--- src/rtl/lsu_align_unit_pkg.sv ---
`default_nettype none
// ============================================================================
// Module      : lsu_align_unit_pkg
// Description : Shared funct3 codes, FSM state encoding and access-size
//               decode helpers for the load/store alignment unit.
// Revision    : 1.0 - initial release
// ============================================================================
package lsu_align_unit_pkg;

    // RV32I load/store width codes (stores use only B/H/W)
    localparam logic [2:0] F3_B  = 3'b000;
    localparam logic [2:0] F3_H  = 3'b001;
    localparam logic [2:0] F3_W  = 3'b010;
    localparam logic [2:0] F3_BU = 3'b100;
    localparam logic [2:0] F3_HU = 3'b101;

    // Straddling accesses spend one extra cycle in ST_SECOND
    typedef enum logic [0:0] {
        ST_IDLE   = 1'b0,
        ST_SECOND = 1'b1
    } lsu_state_t;

    // Access size in bytes; only meaningful for legal funct3 values
    function automatic logic [2:0] f3_size(input logic [2:0] f3);
        case (f3[1:0])
            2'b00:   return 3'd1;
            2'b01:   return 3'd2;
            default: return 3'd4;
        endcase
    endfunction

    // Loads accept B/H/W/BU/HU, stores accept B/H/W only
    function automatic logic f3_legal(input logic we, input logic [2:0] f3);
        if (we)
            return (f3 == F3_B) || (f3 == F3_H) || (f3 == F3_W);
        else
            return (f3 == F3_B) || (f3 == F3_H) || (f3 == F3_W) ||
                   (f3 == F3_BU) || (f3 == F3_HU);
    endfunction

    // True when the access crosses into the next word
    function automatic logic straddles(input logic [1:0] off, input logic [2:0] size);
        return ({2'b00, off} + {1'b0, size}) > 4'd4;
    endfunction

endpackage
`default_nettype wire

--- src/rtl/lsu_align_unit_lane_merge.sv ---
`default_nettype none
// ============================================================================
// Module      : lsu_align_unit_lane_merge
// Description : Combinational byte-lane datapath. Loads: align and sign/zero
//               extend. Stores: insert data bytes into the read word for
//               read-modify-write. Handles the first (or only) half and the
//               second half of a straddling access.
// Revision    : 1.0 - initial release
// ============================================================================
module lsu_align_unit_lane_merge
    import lsu_align_unit_pkg::*;
(
    input  logic [1:0]  i_offset,
    input  logic [2:0]  i_size,
    input  logic        i_second,
    input  logic        i_sign_ext,
    input  logic [31:0] i_rd_word,
    input  logic [31:0] i_hold,
    input  logic [31:0] i_wdata,
    output logic [31:0] o_load_data,
    output logic [31:0] o_store_word
);

    // Bytes already handled by the first half of a straddling access
    logic [2:0]  w_n1;
    logic [31:0] w_raw;
    logic [31:0] w_ins;
    logic [3:0]  w_lo;
    logic [3:0]  w_hi;

    assign w_n1 = 3'd4 - {1'b0, i_offset};

    // Second half: held upper bytes of word A sit below the low bytes of word B
    assign w_raw = i_second ? (i_hold | (i_rd_word << {w_n1, 3'b000}))
                            : (i_rd_word >> {i_offset, 3'b000});

    // Store bytes moved to their destination lanes for this half
    assign w_ins = i_second ? (i_wdata >> {w_n1, 3'b000})
                            : (i_wdata << {i_offset, 3'b000});

    // Lane window [w_lo, w_hi) receives store data; lanes past 3 are simply absent
    assign w_lo = i_second ? 4'd0 : {2'b00, i_offset};
    assign w_hi = i_second ? ({2'b00, i_offset} + {1'b0, i_size} - 4'd4)
                           : ({2'b00, i_offset} + {1'b0, i_size});

    // Truncate the aligned load to its size and extend
    always_comb begin
        case (i_size)
            3'd1:    o_load_data = {{24{i_sign_ext & w_raw[7]}},  w_raw[7:0]};
            3'd2:    o_load_data = {{16{i_sign_ext & w_raw[15]}}, w_raw[15:0]};
            default: o_load_data = w_raw;
        endcase
    end

    // Replace only the target lanes, keep the rest of the memory word
    always_comb begin
        o_store_word = i_rd_word;
        for (int i = 0; i < 4; i++) begin
            if ((4'(i) >= w_lo) && (4'(i) < w_hi))
                o_store_word[8*i +: 8] = w_ins[8*i +: 8];
        end
    end

endmodule
`default_nettype wire

--- src/rtl/lsu_align_unit.sv ---
`default_nettype none
// ============================================================================
// Module      : lsu_align_unit
// Description : Load/store alignment unit in front of a word-only memory.
//               Sub-word extraction/extension, read-modify-write for SB/SH,
//               and two-cycle splitting of word-straddling accesses.
// Revision    : 1.0 - initial release
// ============================================================================
module lsu_align_unit
    import lsu_align_unit_pkg::*;
#(
    parameter bit MISALIGN_EN = 1'b1
) (
    input  logic        clk,
    input  logic        rst_n,
    input  logic        req_valid,
    input  logic        req_we,
    input  logic [2:0]  req_funct3,
    input  logic [31:0] req_addr,
    input  logic [31:0] req_wdata,
    output logic        busy,
    output logic        rsp_valid,
    output logic [31:0] rsp_rdata,
    output logic        fault,
    output logic        mem_we,
    output logic [31:0] mem_addr,
    output logic [31:0] mem_wd,
    input  logic [31:0] mem_rd
);

    lsu_state_t  r_state;
    logic [31:0] r_hold;
    logic [31:0] r_addr;
    logic [31:0] r_wdata;
    logic [2:0]  r_funct3;
    logic        r_we;

    logic        w_second;
    logic [31:0] w_addr;
    logic [31:0] w_wdata;
    logic [2:0]  w_f3;
    logic        w_we;
    logic [2:0]  w_size;
    logic        w_legal;
    logic        w_strad;
    logic        w_split_start;
    logic [31:0] w_word_a;
    logic [31:0] w_word_b;
    logic [31:0] w_load;
    logic [31:0] w_store;

    // In SECOND the latched request drives everything; req_* is ignored
    assign w_second = (r_state == ST_SECOND);
    assign w_addr   = w_second ? r_addr   : req_addr;
    assign w_wdata  = w_second ? r_wdata  : req_wdata;
    assign w_f3     = w_second ? r_funct3 : req_funct3;
    assign w_we     = w_second ? r_we     : req_we;

    assign w_size   = f3_size(w_f3);
    assign w_legal  = f3_legal(w_we, w_f3);
    assign w_strad  = straddles(w_addr[1:0], w_size);
    assign w_word_a = {w_addr[31:2], 2'b00};
    assign w_word_b = w_word_a + 32'd4;

    assign w_split_start = req_valid && w_legal && w_strad && MISALIGN_EN;

    lsu_align_unit_lane_merge u_lane_merge (
        .i_offset     (w_addr[1:0]),
        .i_size       (w_size),
        .i_second     (w_second),
        .i_sign_ext   (~w_f3[2]),
        .i_rd_word    (mem_rd),
        .i_hold       (r_hold),
        .i_wdata      (w_wdata),
        .o_load_data  (w_load),
        .o_store_word (w_store)
    );

    // Response and memory-side outputs; all forced low while reset is held
    always_comb begin
        busy      = 1'b0;
        rsp_valid = 1'b0;
        rsp_rdata = 32'd0;
        fault     = 1'b0;
        mem_we    = 1'b0;
        mem_addr  = 32'd0;
        mem_wd    = 32'd0;
        if (rst_n) begin
            if (w_second) begin
                mem_addr  = w_word_b;
                rsp_valid = 1'b1;
                if (r_we) begin
                    mem_we = 1'b1;
                    mem_wd = w_store;
                end else begin
                    rsp_rdata = w_load;
                end
            end else if (req_valid) begin
                if (!w_legal || (w_strad && !MISALIGN_EN)) begin
                    fault     = 1'b1;
                    rsp_valid = 1'b1;
                end else begin
                    mem_addr  = w_word_a;
                    busy      = w_strad;
                    rsp_valid = !w_strad;
                    if (req_we) begin
                        mem_we = 1'b1;
                        mem_wd = w_store;
                    end else if (!w_strad) begin
                        rsp_rdata = w_load;
                    end
                end
            end
        end
    end

    // Split FSM: latch the request and the upper bytes of word A on entry
    always_ff @(posedge clk or negedge rst_n) begin
        if (!rst_n) begin
            r_state  <= ST_IDLE;
            r_hold   <= 32'd0;
            r_addr   <= 32'd0;
            r_wdata  <= 32'd0;
            r_funct3 <= 3'd0;
            r_we     <= 1'b0;
        end else begin
            case (r_state)
                ST_IDLE: begin
                    if (w_split_start) begin
                        r_state  <= ST_SECOND;
                        r_addr   <= req_addr;
                        r_wdata  <= req_wdata;
                        r_funct3 <= req_funct3;
                        r_we     <= req_we;
                        r_hold   <= req_we ? 32'd0 : (mem_rd >> {req_addr[1:0], 3'b000});
                    end
                end
                default: begin
                    r_state <= ST_IDLE;
                end
            endcase
        end
    end

endmodule
`default_nettype wire

--- config.mk ---
export PLATFORM = sky130hd
export DESIGN_NAME = lsu_align_unit
export DESIGN_NICKNAME = d
export VERILOG_FILES = /design/src/rtl/lsu_align_unit_pkg.sv /design/src/rtl/lsu_align_unit_lane_merge.sv /design/src/rtl/lsu_align_unit.sv
export SDC_FILE = /design/constraint.sdc
export NUM_CORES = 1
export LEC_CHECK = 0
export ABC_CLOCK_PERIOD_IN_PS = 15270
export CAP_MARGIN = 10
export CORE_MARGIN = 4
export CORE_UTILIZATION = 58
export CTS_BUF_LIST = sky130_fd_sc_hd__clkbuf_4
export CTS_CLUSTER_SIZE = 30
export DETAILED_ROUTE_END_ITERATION = 10
export HOLD_SLACK_MARGIN = 0.05
export PLACE_DENSITY = 0.9
export SLEW_MARGIN = 20
export SYNTH_ARGS = -nofsm -noshare
export SYNTH_HDL_FRONTEND = slang
export SYNTH_SLANG_ARGS = --single-unit
--- constraint.sdc ---
create_clock -name clk -period 15.27 [get_ports clk]
set_input_delay 3.054 -clock clk [delete_from_list [all_inputs] [get_ports clk]]
set_output_delay 3.054 -clock clk [all_outputs]
set_load 0.1 [all_outputs]
==> results.txt <==
status = complete, no violations
drt via density = 7.003
die width = 135.4 um
CP Max Fanout = 40
most frequent cells after synthesis = nand2_1 (121), nor2_1 (114), a21oi_1 (113)
synthesized area = 9420 sq um
Avg Cell Area, Syn = 8.307 sq um
post-synth top area share = 26.83%
Final nets = 1382
clock skew = 0.02181 ns
Finished Core Util = 72.74%
Pleak = 4.513 nW
Reg area = 2531 sq um
Max IR drop VDD = 86.30 uV
Power per Cell Area = 123.0 nW/um^2
CP Data Arrival Time = 9.24 ns
deepest clock path buffer count = 2
number of fillers in the final layout = 1244
Max-slew headroom = 24.79%
clk sinks = 101
GRT Overall Usage = 37.16%
CTS Buf Count = 9
Initial Util = 59.30%
CP endpoint kind = output pin
total number of H-tree levels = 3
hold crit path type = register to register
GR Layer Usage met2 = 57.41%
CP Launch Type = input pin
Multi-input gate area = 6424 sq um
sequential fraction of the synthesis area = 26.83%
Worst Hold Margin = 0.5036 ns
Die ar. = 18350 sq um
Synth area leaders = dfrtp_1 (27%), mux2_2 (11%), mux2i_1 (7.3%), a21oi_1 (6.0%), nand2_1 (4.8%)
Final Hold Fails = 0
dpl cells = 1478
Post-synth EDFFs = 0
placer congestion estimate = 1.022
Post-synth ARST share = 100.0%
main flop type after synthesis = dfrtp_1
cell row count = 46
fraction of layout cells with a size suffix above 1 = 12.91%
DR WL/cell = 23.19 um
R2R Setup Slk = 9.32 ns
Most Used Layer, Global Route = met2
CTS resizes = 0
first-pass GRT wire length = 53870 um
minimum clock period = 12.29 ns
area delta synth->final = 22.66%
max-slew violations = 0
I/O pins = 203
clock latency at the later pin of the worst-skew pair = 0.51 ns
Root Buffer Master = clkbuf_4
GR Util met1 = 47.45%
crit path kind = input pin to output pin
CTS tree = built
vias in the first global route = 9983
Iter 0 DRT Violations = 1564
Post-CTS Setup Inserts = 0
distinct cell type count after synthesis = 76
unrepaired setup endpoints after global routing = no
Routed WL = 34660 um
largest net degree at the start of global routing = 70
Setup-failing EPs final = 0
Max Cap Viol = 0
Syn Inst Count = 1134
clock-pin slew on the worst setup and hold paths = 0.16 ns
area of the core = 15890 sq um
Synthesis Warnings = 0
DRT Pass-1 Iters = 6
total number of vias = 10470
Routed Antenna Nets = 0
cell taking the most area after synthesis = dfrtp_1
PortBufs = 200
R2R cell count = 14
flop and latch count out of synthesis = 101
Die H = 135.4 um
GRT Residual Overflow = 0
setup TNS = 0 ns
Post-Layout Cell Count = 1495
worst slew pin tran = 1.121 ns
hold depth = 2
fmax = 81.35 MHz
top-count cell post-synth = nand2_1
final HPWL from detailed placement = 24680 um
Worst Path Required = 12.22 ns
# DRC = 0
cts hold-fix bufs = 0
initial antenna violation count = 1
met3 Resource Use GR = 9.027%
fin crit share = 80.50%
-- state kept, by name, summed over array words and instances (netlist names) --
register,flops
r_addr,32
r_funct3,3
r_hold,32
r_state,1
r_wdata,32
r_we,1
-- final timing paths --
kind,start,end
max reg2reg,r_state$_DFF_PN0_,r_hold[6]$_DFFE_PN0P_
max,req_addr[1],rsp_rdata[25]
min,r_hold[9]$_DFFE_PN0P_,r_hold[9]$_DFFE_PN0P_
min in group asynchronous,rst_n,r_wdata[4]$_DFFE_PN0P_
min reg2reg,r_hold[9]$_DFFE_PN0P_,r_hold[9]$_DFFE_PN0P_
max in group asynchronous,rst_n,r_state$_DFF_PN0_
-- area by class of cell --
class | count | share of cell area [%]
multi-input combinational | 924 | 55.59
clock inverter | 7 | 0.5739
clock buffer | 9 | 0.5847
inverter | 21 | 0.6822
sequential | 101 | 21.91
tap | 216 | 2.339
timing repair buffer | 216 | 18.30
antenna | 1 | 0.02166
-- metrics by stage --
step	total power [mW]	area, sq um	setup WS, ns
after floorplan	1.046	9424	3.944
after global placement	1.232	11420	3.208
after detailed placement	1.256	11420	3.199
after CTS	1.403	11550	3.204
after global routing	1.495	11550	2.810
final	1.421	11550	2.978
-- kinds of logic (layout without fill, tap and decap cells) --
logic type               Yosys count  count (layout)  share of synthesized area (%)
AO/OA/AOI/OAI                    333             333                          23.59
XOR/XNOR                          14              14                          1.302
adder cells (fa/ha/maj)            6               6                         0.8766
buffers and inverters            110             253                          5.207
flip-flops                       101             101                          26.83
multiplexers                     178             178                          22.66
other                              1               3                        0.03981
AND/OR/NAND/NOR                  391             391                          19.50
-- critical path, stage by stage --
cell             delay, ns
clkdlybuf4s50_1       0.46
buf_4                 0.42
inv_1                 0.20
nor2_1                0.76
a21oi_1               0.24
ha_1                  0.84
or2_2                 0.66
nor2_1                0.27
a21oi_1               0.32
o21ai_1               0.11
o221ai_2              0.69
nor3_1                0.16
clkdlybuf4s50_1       1.02
-- power breakdown --
part,internal (mW),leakage [nW],switching [mW]
sequential,0.387,1.26,0.117
clock,0.0488,0.0670,0.0992
combinational,0.297,3.19,0.472
-- layout by cell type, fill, tap and decap left out, types with 5 or more instances in the layout --
cell type,n
mux2_2,89
nand4_1,9
dfrtp_1,100
nand2b_1,23
or2_2,5
o22ai_1,17
a221oi_1,10
o221ai_1,9
o21ai_0,51
clkdlybuf4s50_1,198
a211o_1,6
nor2b_1,8
o211a_1,7
a21oi_1,113
mux2i_1,69
a22o_1,10
xnor2_1,9
nor4_1,9
nor2_1,114
o31ai_1,12
nand3_1,37
nor3_1,27
and2_1,11
buf_4,17
xor2_1,5
or3_1,6
clkbuf_4,9
nand2_1,121
nand3b_1,5
a31oi_1,10
ha_1,5
mux4_2,19
a22oi_1,23
inv_1,16
a211oi_1,23
clkinv_1,5
-- layer usage --
layer,part of all wire [%],up-vias
met5,0,-
met1,36,4825
li1,-,4509
met4,5.9,0
met3,13,191
met2,45,944
(Power assumes the default switching activity.)
